===== config.mk =====
export PLATFORM = sky130hd
export DESIGN_NAME = jk_cmd_debouncer_flat
export DESIGN_NICKNAME = d
export VERILOG_FILES = /design/src/rtl/jk_cmd_debouncer_pkg.sv /design/src/rtl/jk_cmd_debouncer_if.sv /design/src/rtl/jk_cmd_debouncer_btn_debounce.sv /design/src/rtl/jk_cmd_debouncer.sv /design/src/flat_wrapper.sv
export SDC_FILE = /design/constraint.sdc
export NUM_CORES = 1
export LEC_CHECK = 0
export CELL_PAD_IN_SITES_DETAIL_PLACEMENT = 0
export CELL_PAD_IN_SITES_GLOBAL_PLACEMENT = 2
export CORE_MARGIN = 2
export CORE_UTILIZATION = 37
export CTS_BUF_LIST = sky130_fd_sc_hd__clkbuf_2
export CTS_CLUSTER_DIAMETER = 120
export CTS_CLUSTER_SIZE = 12
export DETAILED_ROUTE_END_ITERATION = 7
export DONT_BUFFER_PORTS = 1
export GPL_ROUTABILITY_DRIVEN = 0
export PLACE_DENSITY = 0.86
export SLEW_MARGIN = 30
export SYNTH_ARGS = -nofsm -noshare
export SYNTH_HDL_FRONTEND = slang
export SYNTH_SLANG_ARGS = --single-unit

===== constraint.sdc =====
create_clock -name Ck -period 2.6 [get_ports Ck]
set_input_delay 0.52 -clock Ck [delete_from_list [all_inputs] [get_ports Ck]]
set_output_delay 0.52 -clock Ck [all_outputs]
set_load 0.02 [all_outputs]

===== src/rtl/jk_cmd_debouncer_pkg.sv =====
// rtl/jk_cmd_debouncer_pkg.sv - shared state encodings and defaults for the JK command debouncer
//
// Purpose: per-button debounce FSM state type and the default qualification length.
// Ports:   none (package).

package jk_cmd_debouncer_pkg;

  // Debounce channel states. Level is 1 in HIGH and CHECK_LOW.
  typedef enum logic [1:0] {
    IDLE       = 2'd0,
    CHECK_HIGH = 2'd1,
    HIGH       = 2'd2,
    CHECK_LOW  = 2'd3
  } db_state_t;

  localparam int DEFAULT_DEBOUNCE_CYCLES = 16;

endpackage


===== src/rtl/jk_cmd_debouncer_if.sv =====
// rtl/jk_cmd_debouncer_if.sv - button inputs and J/K command outputs of the debouncer
//
// Purpose: groups the raw buttons and the cleaned J/K/Level outputs.
// Signals: BtnSet, BtnClr (raw buttons, 1 = pressed)
//          J, K (single-cycle command pulses), Level[1:0] (debounced SET/CLR levels)
// Modports: master drives the buttons and observes the commands;
//           slave is the debouncer itself.

interface jk_cmd_debouncer_if;

  logic       BtnSet;
  logic       BtnClr;
  logic       J;
  logic       K;
  logic [1:0] Level;

  modport master (
    output BtnSet,
    output BtnClr,
    input  J,
    input  K,
    input  Level
  );

  modport slave (
    input  BtnSet,
    input  BtnClr,
    output J,
    output K,
    output Level
  );

endinterface


===== src/rtl/jk_cmd_debouncer_btn_debounce.sv =====
// rtl/jk_cmd_debouncer_btn_debounce.sv - one button channel: synchroniser, debounce FSM, press pulse
//
// Purpose: accepts a level change only after DEBOUNCE_CYCLES consecutive identical
//          synchronised samples; emits a one-cycle pulse on each accepted press.
// Ports:   Ck     - clock
//          Reset  - synchronous active-high reset
//          btn    - raw asynchronous button
//          pulse  - registered one-cycle pulse on accepted press
//          level  - registered debounced level

module jk_cmd_debouncer_btn_debounce
  import jk_cmd_debouncer_pkg::*;
#(
  parameter int DEBOUNCE_CYCLES = DEFAULT_DEBOUNCE_CYCLES,
  parameter int CNT_W           = 16
) (
  input  logic Ck,
  input  logic Reset,
  input  logic btn,
  output logic pulse,
  output logic level
);

  localparam logic [CNT_W-1:0] CNT_LAST = CNT_W'(DEBOUNCE_CYCLES - 1);
  localparam logic [CNT_W-1:0] CNT_ONE  = CNT_W'(1);

  logic             s1;
  logic             s2;
  db_state_t        state;
  db_state_t        state_nxt;
  logic [CNT_W-1:0] cnt;
  logic [CNT_W-1:0] cnt_nxt;
  logic             pulse_q;
  logic             pulse_nxt;
  logic             level_q;

  always_ff @(posedge Ck) begin
    if (Reset) begin
      s1      <= 1'b0;
      s2      <= 1'b0;
      state   <= IDLE;
      cnt     <= '0;
      pulse_q <= 1'b0;
      level_q <= 1'b0;
    end else begin
      s1      <= btn;
      s2      <= s1;
      state   <= state_nxt;
      cnt     <= cnt_nxt;
      pulse_q <= pulse_nxt;
      // Level is registered from the next state so it rises together with the pulse.
      level_q <= (state_nxt == HIGH) || (state_nxt == CHECK_LOW);
    end
  end

  // The sample that leaves IDLE/HIGH counts as the first one, so the count
  // starts at 1 and acceptance happens when DEBOUNCE_CYCLES-1 is reached.
  always_comb begin
    state_nxt = state;
    cnt_nxt   = cnt;
    pulse_nxt = 1'b0;
    case (state)
      IDLE: begin
        if (s2) begin
          state_nxt = CHECK_HIGH;
          cnt_nxt   = CNT_ONE;
        end else begin
          cnt_nxt   = '0;
        end
      end
      CHECK_HIGH: begin
        if (!s2) begin
          state_nxt = IDLE;
          cnt_nxt   = '0;
        end else if (cnt == CNT_LAST) begin
          state_nxt = HIGH;
          cnt_nxt   = '0;
          pulse_nxt = 1'b1;
        end else begin
          cnt_nxt   = cnt + CNT_ONE;
        end
      end
      HIGH: begin
        if (!s2) begin
          state_nxt = CHECK_LOW;
          cnt_nxt   = CNT_ONE;
        end
      end
      CHECK_LOW: begin
        if (s2) begin
          state_nxt = HIGH;
          cnt_nxt   = '0;
        end else if (cnt == CNT_LAST) begin
          state_nxt = IDLE;
          cnt_nxt   = '0;
        end else begin
          cnt_nxt   = cnt + CNT_ONE;
        end
      end
      default: begin
        state_nxt = IDLE;
        cnt_nxt   = '0;
      end
    endcase
  end

  assign pulse = pulse_q;
  assign level = level_q;

endmodule


===== src/rtl/jk_cmd_debouncer.sv =====
// rtl/jk_cmd_debouncer.sv - turns raw SET/CLR buttons into clean J/K pulses for the JK flip-flop
//
// Purpose: two independent debounce channels; SET drives J and Level[1], CLR drives K
//          and Level[0]. Simultaneous acceptance pulses J and K together (toggle command).
// Ports:   Ck    - clock
//          Reset - synchronous active-high reset
//          bus   - slave side of jk_cmd_debouncer_if (BtnSet, BtnClr, J, K, Level)

module jk_cmd_debouncer
  import jk_cmd_debouncer_pkg::*;
#(
  parameter int DEBOUNCE_CYCLES = DEFAULT_DEBOUNCE_CYCLES,
  parameter int CNT_W           = 16
) (
  input  logic               Ck,
  input  logic               Reset,
  jk_cmd_debouncer_if.slave  bus
);

  logic set_pulse;
  logic set_level;
  logic clr_pulse;
  logic clr_level;

  jk_cmd_debouncer_btn_debounce #(
    .DEBOUNCE_CYCLES (DEBOUNCE_CYCLES),
    .CNT_W           (CNT_W)
  ) u_set (
    .Ck    (Ck),
    .Reset (Reset),
    .btn   (bus.BtnSet),
    .pulse (set_pulse),
    .level (set_level)
  );

  jk_cmd_debouncer_btn_debounce #(
    .DEBOUNCE_CYCLES (DEBOUNCE_CYCLES),
    .CNT_W           (CNT_W)
  ) u_clr (
    .Ck    (Ck),
    .Reset (Reset),
    .btn   (bus.BtnClr),
    .pulse (clr_pulse),
    .level (clr_level)
  );

  assign bus.J     = set_pulse;
  assign bus.K     = clr_pulse;
  assign bus.Level = {set_level, clr_level};

endmodule


===== src/flat_wrapper.sv =====
// flat-port wrapper written by rule: the top's interface ports become plain ports
module jk_cmd_debouncer_flat import jk_cmd_debouncer_pkg::*;
#(
  parameter int DEBOUNCE_CYCLES = DEFAULT_DEBOUNCE_CYCLES,
  parameter int CNT_W           = 16
)
  (Ck, Reset, bus_BtnSet, bus_BtnClr, bus_J, bus_K, bus_Level);
  jk_cmd_debouncer_if bus_i ();
  input  logic Ck;
  input  logic Reset;
  input wire logic [$bits(bus_i.BtnSet)-1:0] bus_BtnSet;
  input wire logic [$bits(bus_i.BtnClr)-1:0] bus_BtnClr;
  output wire logic [$bits(bus_i.J)-1:0] bus_J;
  output wire logic [$bits(bus_i.K)-1:0] bus_K;
  output wire logic [$bits(bus_i.Level)-1:0] bus_Level;
  assign bus_i.BtnSet = bus_BtnSet;
  assign bus_i.BtnClr = bus_BtnClr;
  assign bus_J = bus_i.J;
  assign bus_K = bus_i.K;
  assign bus_Level = bus_i.Level;
  jk_cmd_debouncer #(.DEBOUNCE_CYCLES(DEBOUNCE_CYCLES), .CNT_W(CNT_W)) u_core (.Ck(Ck), .Reset(Reset), .bus(bus_i));
endmodule

After elaboration in Yosys (flattened, before gate mapping) --
Index checks and enable logic that the tools add are counted.
Cells by class: reduce and logical (&&, ||, !) cells 6, add/sub/neg operators 2, mux-type cells 28, eq/ne operators 14, bitwise logic cells 4
Operators with widths (number):
- $mux 16 | 8
- $pmux 16 s4 | 2
- $add 16x1->16 const B | 2
- $eq 16x4->1 const B | 2
- $mux 2 | 12
- $eq 2x2->1 const B | 8
- $pmux 2 s4 | 2
- $reduce_or 3->1 | 2
- $eq 2x1->1 const B | 2
- $logic_not 2->1 | 2
- $mux 1 | 4
- $ne 2x2->1 const B | 2
- $not 1->1 | 4
- $logic_or 1x1->1 | 2
Storage, ports and cells: output and inout port bits 4, bits of input ports 4, flip-flop bits (word level) 44

Depth between registers and ports, before layout --
Gate-level depths: netlist (run 1).
word-level depth 6, mapped depth 8, mapped depth without buffers 6

By module --
Synthesis (run 1) repeated with hierarchy kept, for this count alone.
Second synthesis, totals: cells, all modules 252, area total of the unflattened synthesis 2084.5 um^2
By module, submodules not included:
- jk_cmd_debouncer_btn_debounce | area each 1034.7 um^2, cells each 125, seq. area each 420.4 um^2, instances 2
- jk_cmd_debouncer | area each 15.0 um^2, cells each 2, seq. area each 0.0 um^2, instances 1

Worst setup path before layout (run 1) --
OpenSTA, ideal clock, no wires.
kind register -> register, start register u_core.u_clr.cnt[0], end register u_core.u_clr.cnt[14], required time 2.538 ns, cell stages (with the launch flop) 8, library setup time 0.062 ns, data arrival time 1.863 ns, slack 0.676 ns, path buffers 1, cells stage by stage dfxtp_1 > ha_1 > and3_1 > and4_1 > clkbuf_1 > or2_1 > or4_1 > nand3_1
On the way: cells in the longest elaborated chain, start to end 4
Ends and longest elaborated chain:
- start: declaration | line jk_cmd_debouncer_btn_debounce.sv:31 | logic [CNT_W-1:0] cnt;
- start signal: assignment | line jk_cmd_debouncer_btn_debounce.sv:49 | cnt <= cnt_nxt;
- $add 16x1->16 or $eq 16x4->1 (tied branches)
- $mux 16 * | line jk_cmd_debouncer_btn_debounce.sv:75, jk_cmd_debouncer_btn_debounce.sv:93
- $mux 16 (on tied branches) | line jk_cmd_debouncer_btn_debounce.sv:90, jk_cmd_debouncer_btn_debounce.sv:72
- $pmux 16 s4 * | line jk_cmd_debouncer_btn_debounce.sv:62 | case (state)
Every way passes the cells marked *; elsewhere a longest branch is shown, timed or not. A chain may end at the register's enable or synchronous reset.

Worst setup path in the final report (run 1) --
Same ends and word-level chain as after synthesis.

==> flow_metrics.tcl, run 1 <==
set metrics [dict create \
    status "complete, no violations" \
    synth_edf_count 0 \
    drtIter0Drc 120 \
    synthFlopType "dfxtp_1" \
    yosys_warnings 0 \
    skew_ps 22.27 \
    rows 27 \
    netlist.area_leader.share_pct 41.81 \
    cts_sinks 44 \
    p_sw_mw 0.2365 \
    r2r-start "u_core.u_clr.cnt[0]" \
    hold_buffers 0 \
    ys_ff_latch 44 \
    worst_ep_required_time_ps 2960 \
    drive_above_1_share_pct 7.004 \
    pin_count 8 \
    met3_length_um 141 \
    critPathMaxFanout 7 \
    critical-path-slowest-cell "or4_1" \
    netlist-cell-type-count 49 \
    num_vias 1830 \
    wl_um 4523 \
    maxCapViolCount 0 \
    cpPeakStageDelay_ps 510 \
    cts_max_level 2 \
    cts_setup_buffers 0 \
    hold_class "input port to flop" \
    comb_power_share_pct 0.9 \
    grt_antenna_before_repair 0 \
    start_util_pct 38.26 \
    overflow 0 \
    grt_pass1_vias 1725 \
    criticalPathCategory "flop to flop" \
    cp-end-kind "flop" \
    dr.pass1.iters 4 \
    syn_avg_cell_area_sq_um 8.199 \
    synthArstFlopShare_pct 0 \
    hpwl_um 3170 \
    period_share_pct 78.40 \
    area_growth_syn_to_layout_pct 5.522 \
    cts_resized 0 \
    ant_nets 0 \
    route.met2.wl_um 1950 \
    fmax_mhz 490.6 \
    finalSetupTns_ps 0 \
    p_int_mw 0.8432 \
    power.share.clock_pct 35.6 \
    viasPerCell 5.562 \
    die-width_um 79.46 \
    drv_slew 0 \
    p_seq_share_pct 63.5 \
    drc 0 \
    ctsRootBufferMaster "clkbuf_2" \
    cp-start-kind "flop" \
    grt_pass1_wl_um 7921 \
    cts-buffers-inserted 5 \
    m1WireLength_um 2371 \
    hold_viol 0 \
    io_buffers 0 \
    syn_inst 257 \
    setup_viol 0 \
    clk_pin_slew_worst_paths_ps 240 \
    r2r_cells 6 \
    crit_path_start "u_core.u_clr.cnt[0]" \
    peakVddDrop_v 0.0002402 \
    fin_hold_ws_ps 143.0 \
    clk_latency_ps 410 \
    wl_per_cell_um 13.75 \
    power.density_nw_per_um2 485.6 \
    grt_max_degree 30 \
    relSlewSlack_pct 71.51 \
    rr_endpoint "u_core.u_clr.cnt[14]" \
    insertedDiodeCount 0 \
    crit_arrival_ps 2400 \
    filler_cell_count 595 \
    leakage_nw 0.6925 \
    core_area_sq_um 5507 \
    routed.top_layer "met4" \
    final_net_count 262 \
    cts_buffer_depth 2 \
    swShare_pct 21.90 \
    synth-seq-area-share_pct 41.81 \
    dieArea_sq_um 6314 \
    period_needed_ps 2038 \
    cts_tree "done" \
    dp_cells 321 \
    synth_area_leader_cell "dfxtp_1" \
    grt.total_usage_pct 15.44 \
    dieHeight_um 79.46 \
    crit_chain "ha_1 > and3_1 > and4_1 > or2_1 > or4_1 > nand3_1" \
    syn_area_sq_um 2107 \
    syn_nets 263 \
    reg2reg_slack_ps 560 \
    worst_pin_slew_ps 425.8 \
    rsz0062_at_grt "no" \
    endpoint "u_core.u_clr.cnt[14]" \
    finalNonFillerCells 329 \
    yosys-top-cells-area "dfxtp_1, nand2_1, a21oi_1" \
    final_util_pct 40.38 \
]
## area by class of cell
type                    count  area (sq um)  area share [%]
clock buffers               5         25.02           1.125
multi-input cells         195          1137           51.15
clock inverters             3         37.54           1.688
well taps                  72         90.09           4.052
flip-flops and latches     44         880.8           39.62
repair buffers              4         30.03           1.351
inverters                   6         22.52           1.013
## cell usage after synthesis, drive strengths merged (2+ instances only)
library cell,n
a21oi,22
a22oi,2
a311oi,5
a31oi,12
a41oi,4
and2,3
and3,2
and3b,2
buf,9
clkbuf,3
dfxtp,44
ha,2
inv,6
nand2,34
nand3,21
nand3b,2
nand4,4
nor2,18
nor2b,4
nor3,6
nor4,8
o211ai,2
o21ai,15
or2,4
or3,4
or4,4
xor2,3
## state kept, by name, summed over array words and instances, names as in the netlist
signal,cells
u_core.u_clr.cnt,16
u_core.u_clr.level,1
u_core.u_clr.pulse,1
u_core.u_clr.s1,1
u_core.u_clr.s2,1
u_core.u_clr.state,2
u_core.u_set.cnt,16
u_core.u_set.level,1
u_core.u_set.pulse,1
u_core.u_set.s1,1
u_core.u_set.s2,1
u_core.u_set.state,2
## layer usage
layer,vias to the layer above,track usage [%]
met4,0,5.172
li1,952,-
met5,-,0
met1,843,21.42
met2,29,23.61
met3,6,3.394
## power by group through the flow
stage	clock network [mW]	logic [mW]	registers (mW)
after global placement	0	0.00992	0.699
after detailed placement	0	0.0101	0.698
after global routing	0.427	0.0119	0.687
after CTS	0.398	0.0102	0.686
after floorplan	0	0.0144	0.697
final	0.384	0.0101	0.685
## worst max-delay path, delay by kind of cell (launching register included)
family | cells | cell delay (ps)
fa+ha+maj | 1 | 230
flops | 1 | 390
simple gates | 5 | 1380
## how the worst min path moves through the flow
| stage | from | endpoint | slack [ps] | cells after the start |
|---|---|---|---|---|
| after global placement | u_core.u_clr.s1 | u_core.u_clr.s2 | 420 | 1 |
| after global routing | Reset | u_core.u_set.cnt[6] | 90 | 1 |
| after CTS | Reset | u_core.u_set.cnt[6] | 120 | 1 |
| after floorplan | u_core.u_clr.s1 | u_core.u_clr.s2 | 410 | 1 |
| after detailed placement | u_core.u_clr.s1 | u_core.u_clr.s2 | 430 | 1 |
| final | Reset | u_core.u_set.state[1] | 140 | 1 |
## cells by family after synthesis
family          count (synthesis)  share of synthesized area, %
compound gates                 69                         20.25
xor+xnor                        4                         1.663
fa+ha+maj                       2                         1.187
buf+inv                        18                         4.216
flops                          44                         41.80
mux                             1                        0.4751
simple gates                  119                         30.40
## layout by cell type, fill, tap and decap left out, types with 2 or more instances in the layout
master	n
a311oi_1	5
nand3b_1	2
or4_1	2
and2_1	3
nor4_1	5
nor2_1	18
ha_1	2
buf_4	4
or2_2	2
nand2_1	34
nor4_2	2
xor2_1	3
nor3_1	5
nand3_1	21
dfxtp_1	44
a21oi_1	22
clkinv_1	2
nor2b_1	4
and3_1	2
inv_1	6
a41oi_1	4
a31oi_1	12
or4_4	2
a22oi_1	2
and3b_1	2
or3_1	4
o211ai_1	2
clkbuf_2	5
o21ai_0	15
nand4_1	4
## stage by stage
| stage | power [mW] | instance area [sq um] | setup slack, ps |
|---|---|---|---|
| after CTS | 1.094 | 2223 | 537.8 |
| after global routing | 1.126 | 2223 | 453.5 |
| after global placement | 0.7084 | 2161 | 657.6 |
| after detailed placement | 0.7084 | 2161 | 588.4 |
| after floorplan | 0.7116 | 2107 | 675.7 |
| final | 1.080 | 2223 | 561.5 |
No activity file was read; power rests on OpenSTA's default activity.
==> inputs of run 2 (changes only) <==
Clock period 2.6 ns to 2 ns, I/O delays scaled along.
==> run 2 against run 1 <==
  * Global-route usage grew 2.0 points
  * Non-clock buffer count up 23
  * Clock power rose by 63%
  * Count of clock-buffer cells in the layout stayed put
  * Die area is the same
  * Core utilization is 3.9 points higher
  * Via count grew 4.3%
  * Hold slack got worse by 46 ps
  * Critical path depth did not move
  * Design area up 9.6%
  * Largest cell class unchanged
==> flow_metrics.tcl, run 2 (synthesis gave the netlist of run 1 again) <==
set metrics [dict create \
    status "complete, no violations" \
    cts_tree "done" \
    grt_antenna_before_repair 0 \
    wl_um 4925 \
    insertedDiodeCount 0 \
    crit_chain "ha_1 > and3_1 > and4_1 > or2_4 > or4_1 > nand3_1" \
    crit_buf_inv 0 \
    p_seq_share_pct 57.6 \
    period_share_pct 93.41 \
    criticalPathCategory "flop to flop" \
    cts-buffers-inserted 5 \
    filler_cell_count 555 \
    cpPeakStageDelay_ps 490 \
    skew_ps 20.99 \
    critPathMaxFanout 5 \
    num_vias 1908 \
    cts_max_level 2 \
    layout_common_cells "dfxtp_1, nand2_1, buf_4" \
    mostFrequentLayoutCell "dfxtp_1" \
    power.share.clock_pct 40.5 \
    io_buffers 0 \
    p_int_mw 1.229 \
    power.density_nw_per_um2 633.7 \
    start_util_pct 38.26 \
    crit_arrival_ps 2240 \
    rows 27 \
    period_needed_ps 1868 \
    hpwl_um 3452 \
    drv_slew 0 \
    finalSetupTns_ps 0 \
    cts_sinks 44 \
    grt_pass1_vias 1772 \
    worst_ep_required_time_ps 2380 \
    fmax_mhz 535.3 \
    reg_top3 "u_core.u_clr.cnt (16), u_core.u_set.cnt (16)" \
    peakVddDrop_v 0.0004103 \
    rsz0062_at_grt "no" \
    setup_viol 0 \
    comb_power_share_pct 1.9 \
    pin_count 8 \
    dieArea_sq_um 6314 \
    cp-end-kind "flop" \
    maxCapViolCount 0 \
    drc 0 \
    ant_nets 0 \
    drive_above_1_share_pct 15.77 \
    viasPerCell 5.436 \
    drtIter0Drc 155 \
    finalWorstSetupSlack_ps 131.9 \
    die-width_um 79.46 \
    critical_path.top_delay_family "simple AND/OR/NAND/NOR gates" \
    relSlewSlack_pct 51.94 \
    seqCellArea_sq_um 883.3 \
    grt_max_degree 19 \
    ctsRootBufferMaster "clkbuf_2" \
    dr.pass1.iters 4 \
    clk_pin_slew_worst_paths_ps 230 \
    p_sw_mw 0.3157 \
    area_growth_syn_to_layout_pct 15.68 \
    leakage_nw 0.8284 \
    multi_input_area_sq_um 1149 \
    hold_class "input port to flop" \
    dieHeight_um 79.46 \
    final_net_count 285 \
    critical-path-slowest-cell "or4_1" \
    swShare_pct 20.44 \
    grt_pass1_wl_um 8652 \
    hold_viol 0 \
    pre_cts_ws_ps 155.7 \
    worst_pin_slew_ps 718.5 \
    grt.total_usage_pct 17.39 \
    core_area_sq_um 5507 \
    cp-start-kind "flop" \
    cts_buffer_depth 2 \
    wl_per_cell_um 14.03 \
    overflow 0 \
    clk_latency_ps 410 \
]
[run 2: cell types whose count changed in the layout (fill, tap and decap cells not counted), moves of 2 or more]
cell,change
buf_4,+21
dfxtp_2,+2
dlygate4sd3_1,+2
clkinv_1,-2
dfxtp_1,-2
[run 2: metrics by stage]
step                instance area [sq um]  hold WS (ps)  cells  utilization, %  power, mW
finish                               2437         96.77    351           44.26      1.544
global route                         2437         21.64    351           44.26      1.609
CTS                                  2416         69.93    350           43.88      1.559
detailed placement                   2311         431.0    341           41.97     0.9256
global placement                     2311         418.9    341           41.97     0.9257
floorplan                            2107         413.8    257               -     0.9250
[run 2: worst register-to-register path, cell delays in order (launching register included)]
cell,delay [ps]
dfxtp_2,380
ha_1,200
and3_1,210
and4_1,210
or2_4,270
or4_1,490
nand3_1,80
[run 2: path summary, 6_finish.rpt]
check	startpoint	endpoint	slack, ps	cells past startpoint
max	u_core.u_clr.cnt[1]	u_core.u_clr.cnt[14]	130	6
min	bus_BtnSet	u_core.u_set.s1	100	1
max reg2reg	u_core.u_clr.cnt[1]	u_core.u_clr.cnt[14]	130	6
min reg2reg	u_core.u_clr.s1	u_core.u_clr.s2	460	1
[run 2: what timing repair did]
item,in CTS,in global routing
setup buffers,0,1
endpoints found under the hold margin,18,0
hold buffers,2,0
gates resized for setup,0,5
setup endpoints to repair,0,10
[run 2: final cells by class]
class	count	area share, %
tap	72	3.696
clock inverter	2	2.464
sequential	44	36.24
inverter	6	0.9240
clock buffer	5	1.027
multi-input combinational	195	47.13
timing repair buffer	27	8.522
[run 2: power groups by stage]
stage	sequential (mW)	clock [mW]	combinational [mW]
2_1_floorplan	0.906	0	0.0187
3_3_place_gp	0.907	0	0.0190
3_5_place_dp	0.907	0	0.0191
4_1_cts	0.890	0.640	0.0288
5_1_grt	0.892	0.685	0.0317
6_report	0.890	0.626	0.0287
[run 2: per-layer routing]
| layer | global-route usage, % | wire length (um) |
|---|---|---|
| met5 | 0 | 0 |
| met4 | 5.690 | 59 |
| met3 | 3.846 | 191 |
| met2 | 25.97 | 2106 |
| met1 | 24.70 | 2568 |
==> inputs of run 3 (changes only) <==
Settings changed: SYNTH_HIERARCHICAL from default to 1.
Clock period 2 ns to 1.99 ns, I/O delays scaled along.
==> run 3 against run 2 <==
  * Critical path depth decreased by 1
  * Via count decreased by 3.9%
  * Global-route usage decreased by 2.0 points
  * Design area decreased by 10%
  * Critical path type unchanged
  * Largest power group unchanged
==> flow_metrics.tcl, run 3 <==
set metrics [dict create \
    status "complete, no violations" \
    power.density_nw_per_um2 569.2 \
    worst_ep_required_time_ps 2320 \
    hold_class "input port to flop" \
    viasPerCell 5.571 \
    met3_length_um 164 \
    critical-path-slowest-cell "dfxtp_1" \
    drc 0 \
    grt.total_usage_pct 15.41 \
    core_area_sq_um 5473 \
    cts_max_level 2 \
    grt_pass1_vias 1620 \
    dieArea_sq_um 6250 \
    p_seq_share_pct 68.7 \
    crit_arrival_ps 2080 \
    worst_pin_slew_ps 433.0 \
    cpPeakStageDelay_ps 630 \
    p_int_mw 0.9477 \
    grt_antenna_before_repair 0 \
    drtIter0Drc 98 \
    cts_buffer_depth 2 \
    synthFlopType "dfxtp_1" \
    yosysMostFrequentCell "dfxtp_1" \
    netlist-cell-type-count 36 \
    die-width_um 79.06 \
    comb_power_share_pct 1.8 \
    finalSetupTns_ps 0 \
    hpwl_um 3051 \
    syn_area_sq_um 2084 \
    synthTopCellsByCount "dfxtp_1, nand2_1, a21oi_1, nor2_1, nand3_1" \
    wl_per_cell_um 13.26 \
    hold_viol 0 \
    period_share_pct 87.68 \
    leakage_nw 0.6548 \
    ant_nets 0 \
    swShare_pct 23.92 \
    drive_above_1_share_pct 10.89 \
    rows 27 \
    yosys-top-cells-area "dfxtp_1, a21oi_1, nand2_1" \
    dp_cells 319 \
    skew_ps 30.28 \
    crit_chain "xor2_2 > nand3b_2 > nor2_4 > o21ai_0 > a31oi_1" \
    overflow 0 \
    criticalPathCategory "flop to flop" \
    routed.top_layer "met4" \
    cts_resized 0 \
    route.met2.wl_um 1815 \
    power.share.clock_pct 29.5 \
    start_util_pct 38.09 \
    pin_count 8 \
    reg_top3 "u_core/u_clr/cnt (16), u_core/u_set/cnt (16)" \
    io_buffers 0 \
    yosys_warnings 6 \
    peakVddDrop_v 0.0003024 \
    synthArstFlopShare_pct 0 \
    layout_common_cells "dfxtp_1, nand2_1, nor2_1, a21oi_1, nand3_1" \
    synth_edf_count 0 \
    cts_tree "done" \
    clk_pin_slew_worst_paths_ps 210 \
    syn_nets 258 \
    synth_area_leader_cell "dfxtp_1" \
    mostFrequentLayoutCell "dfxtp_1" \
    dieHeight_um 79.06 \
    syn_avg_cell_area_sq_um 8.272 \
    relSlewSlack_pct 71.10 \
    insertedDiodeCount 0 \
    grt_max_degree 28 \
    num_vias 1833 \
    dr.pass1.iters 4 \
    drv_slew 0 \
    synth-seq-area-share_pct 40.34 \
    finalNonFillerCells 329 \
    cts-buffers-inserted 5 \
    p_sw_mw 0.2979 \
    grt_pass1_wl_um 7707 \
    area_growth_syn_to_layout_pct 4.982 \
    wl_um 4362 \
    netlist.area_leader.share_pct 40.34 \
    critPathMaxFanout 16 \
    maxCapViolCount 0 \
    ys_ff_latch 42 \
    period_needed_ps 1745 \
    final_net_count 262 \
    fmax_mhz 573.1 \
    hold_path_depth 1 \
    rsz0062_at_grt "no" \
    r2r_cells 5 \
    syn_inst 252 \
    cp-end-kind "flop" \
    ctsRootBufferMaster "clkbuf_2" \
    clk_latency_ps 410 \
    cp-start-kind "flop" \
    m1WireLength_um 2312 \
    cts_sinks 42 \
    setup_viol 0 \
]
run 3: cell count changes after synthesis, sizes merged, moves of 3 or more:
cell / change
or4: -4
nor2: +10
mux2i: +3
nand3: -5
a311oi: +3
a31oi: -4
o21ai: +5
buf: -3
run 3: final cells by class:
type | count | area (sq um)
repair buffers | 5 | 42.54
well taps | 72 | 90.09
fillers | 595 | 3284
clock inverters | 2 | 8.758
clock buffers | 6 | 30.03
inverters | 4 | 15.01
multi-input cells | 198 | 1161
flip-flops and latches | 42 | 840.8
run 3: cells by family after synthesis:
family / synth area share (%)
muxes: 1.921
adders and majority gates: 1.200
AOI/OAI and AO/OA: 19.57
xor gates and xnor gates: 2.401
DFF: 40.34
buffers and inverters: 3.961
and+or+nand+nor: 30.61
run 3: per-stage QoR:
stage          worst slack, ps  instance area, sq um  hold WS, ps  total power, mW  utilization [%]
3_5_place_dp             265.2                  2130        431.6           0.8889            38.91
2_1_floorplan            500.6                  2085        413.8           0.8905                -
6_report                 245.2                  2188        38.69            1.246            39.99
4_1_cts                  248.0                  2178       0.4845            1.257            39.80
5_1_grt                  1.374                  2188       0.5662            1.294            39.99
3_3_place_gp             321.8                  2130        424.5           0.8888            38.91
run 3: power by group through the flow:
stage	registers, mW	clock network [mW]	logic, mW
CTS	0.857	0.382	0.0182
finish	0.856	0.367	0.0219
global route	0.858	0.411	0.0246
floorplan	0.871	0	0.0194
detailed placement	0.873	0	0.0159
global placement	0.873	0	0.0157
run 3: final timing paths:
path | endpoint | startpoint | slack (ps)
setup / recovery | u_core/u_clr/cnt[13] | u_core/u_clr/state[1] | 250
hold / removal | u_core/u_clr/cnt[7] | Reset | 40
setup reg to reg | u_core/u_clr/cnt[13] | u_core/u_clr/state[1] | 250
hold reg to reg | u_core/u_clr/s2 | u_core/u_clr/s1 | 460
run 3: worst max-delay path: cells and delay by family, from the launching register on:
kind / cells / cell delay, ps
xor gates and xnor gates: 1 / 250
AOI/OAI and AO/OA: 2 / 320
and+or+nand+nor: 2 / 480
DFF: 1 / 630
run 3: per-layer routing:
metal	track usage, %	up-vias
li1	-	939
met1	22.37	854
met2	22.37	33
met3	2.841	7
met4	6.207	0
met5	0	-
run 3: repair_timing:
| item | in CTS | in global routing |
|---|---|---|
| hold buffers | 1 | 1 |
| buffers inserted | 0 | 0 |
| hold endpoints to repair | 2 | 7 |
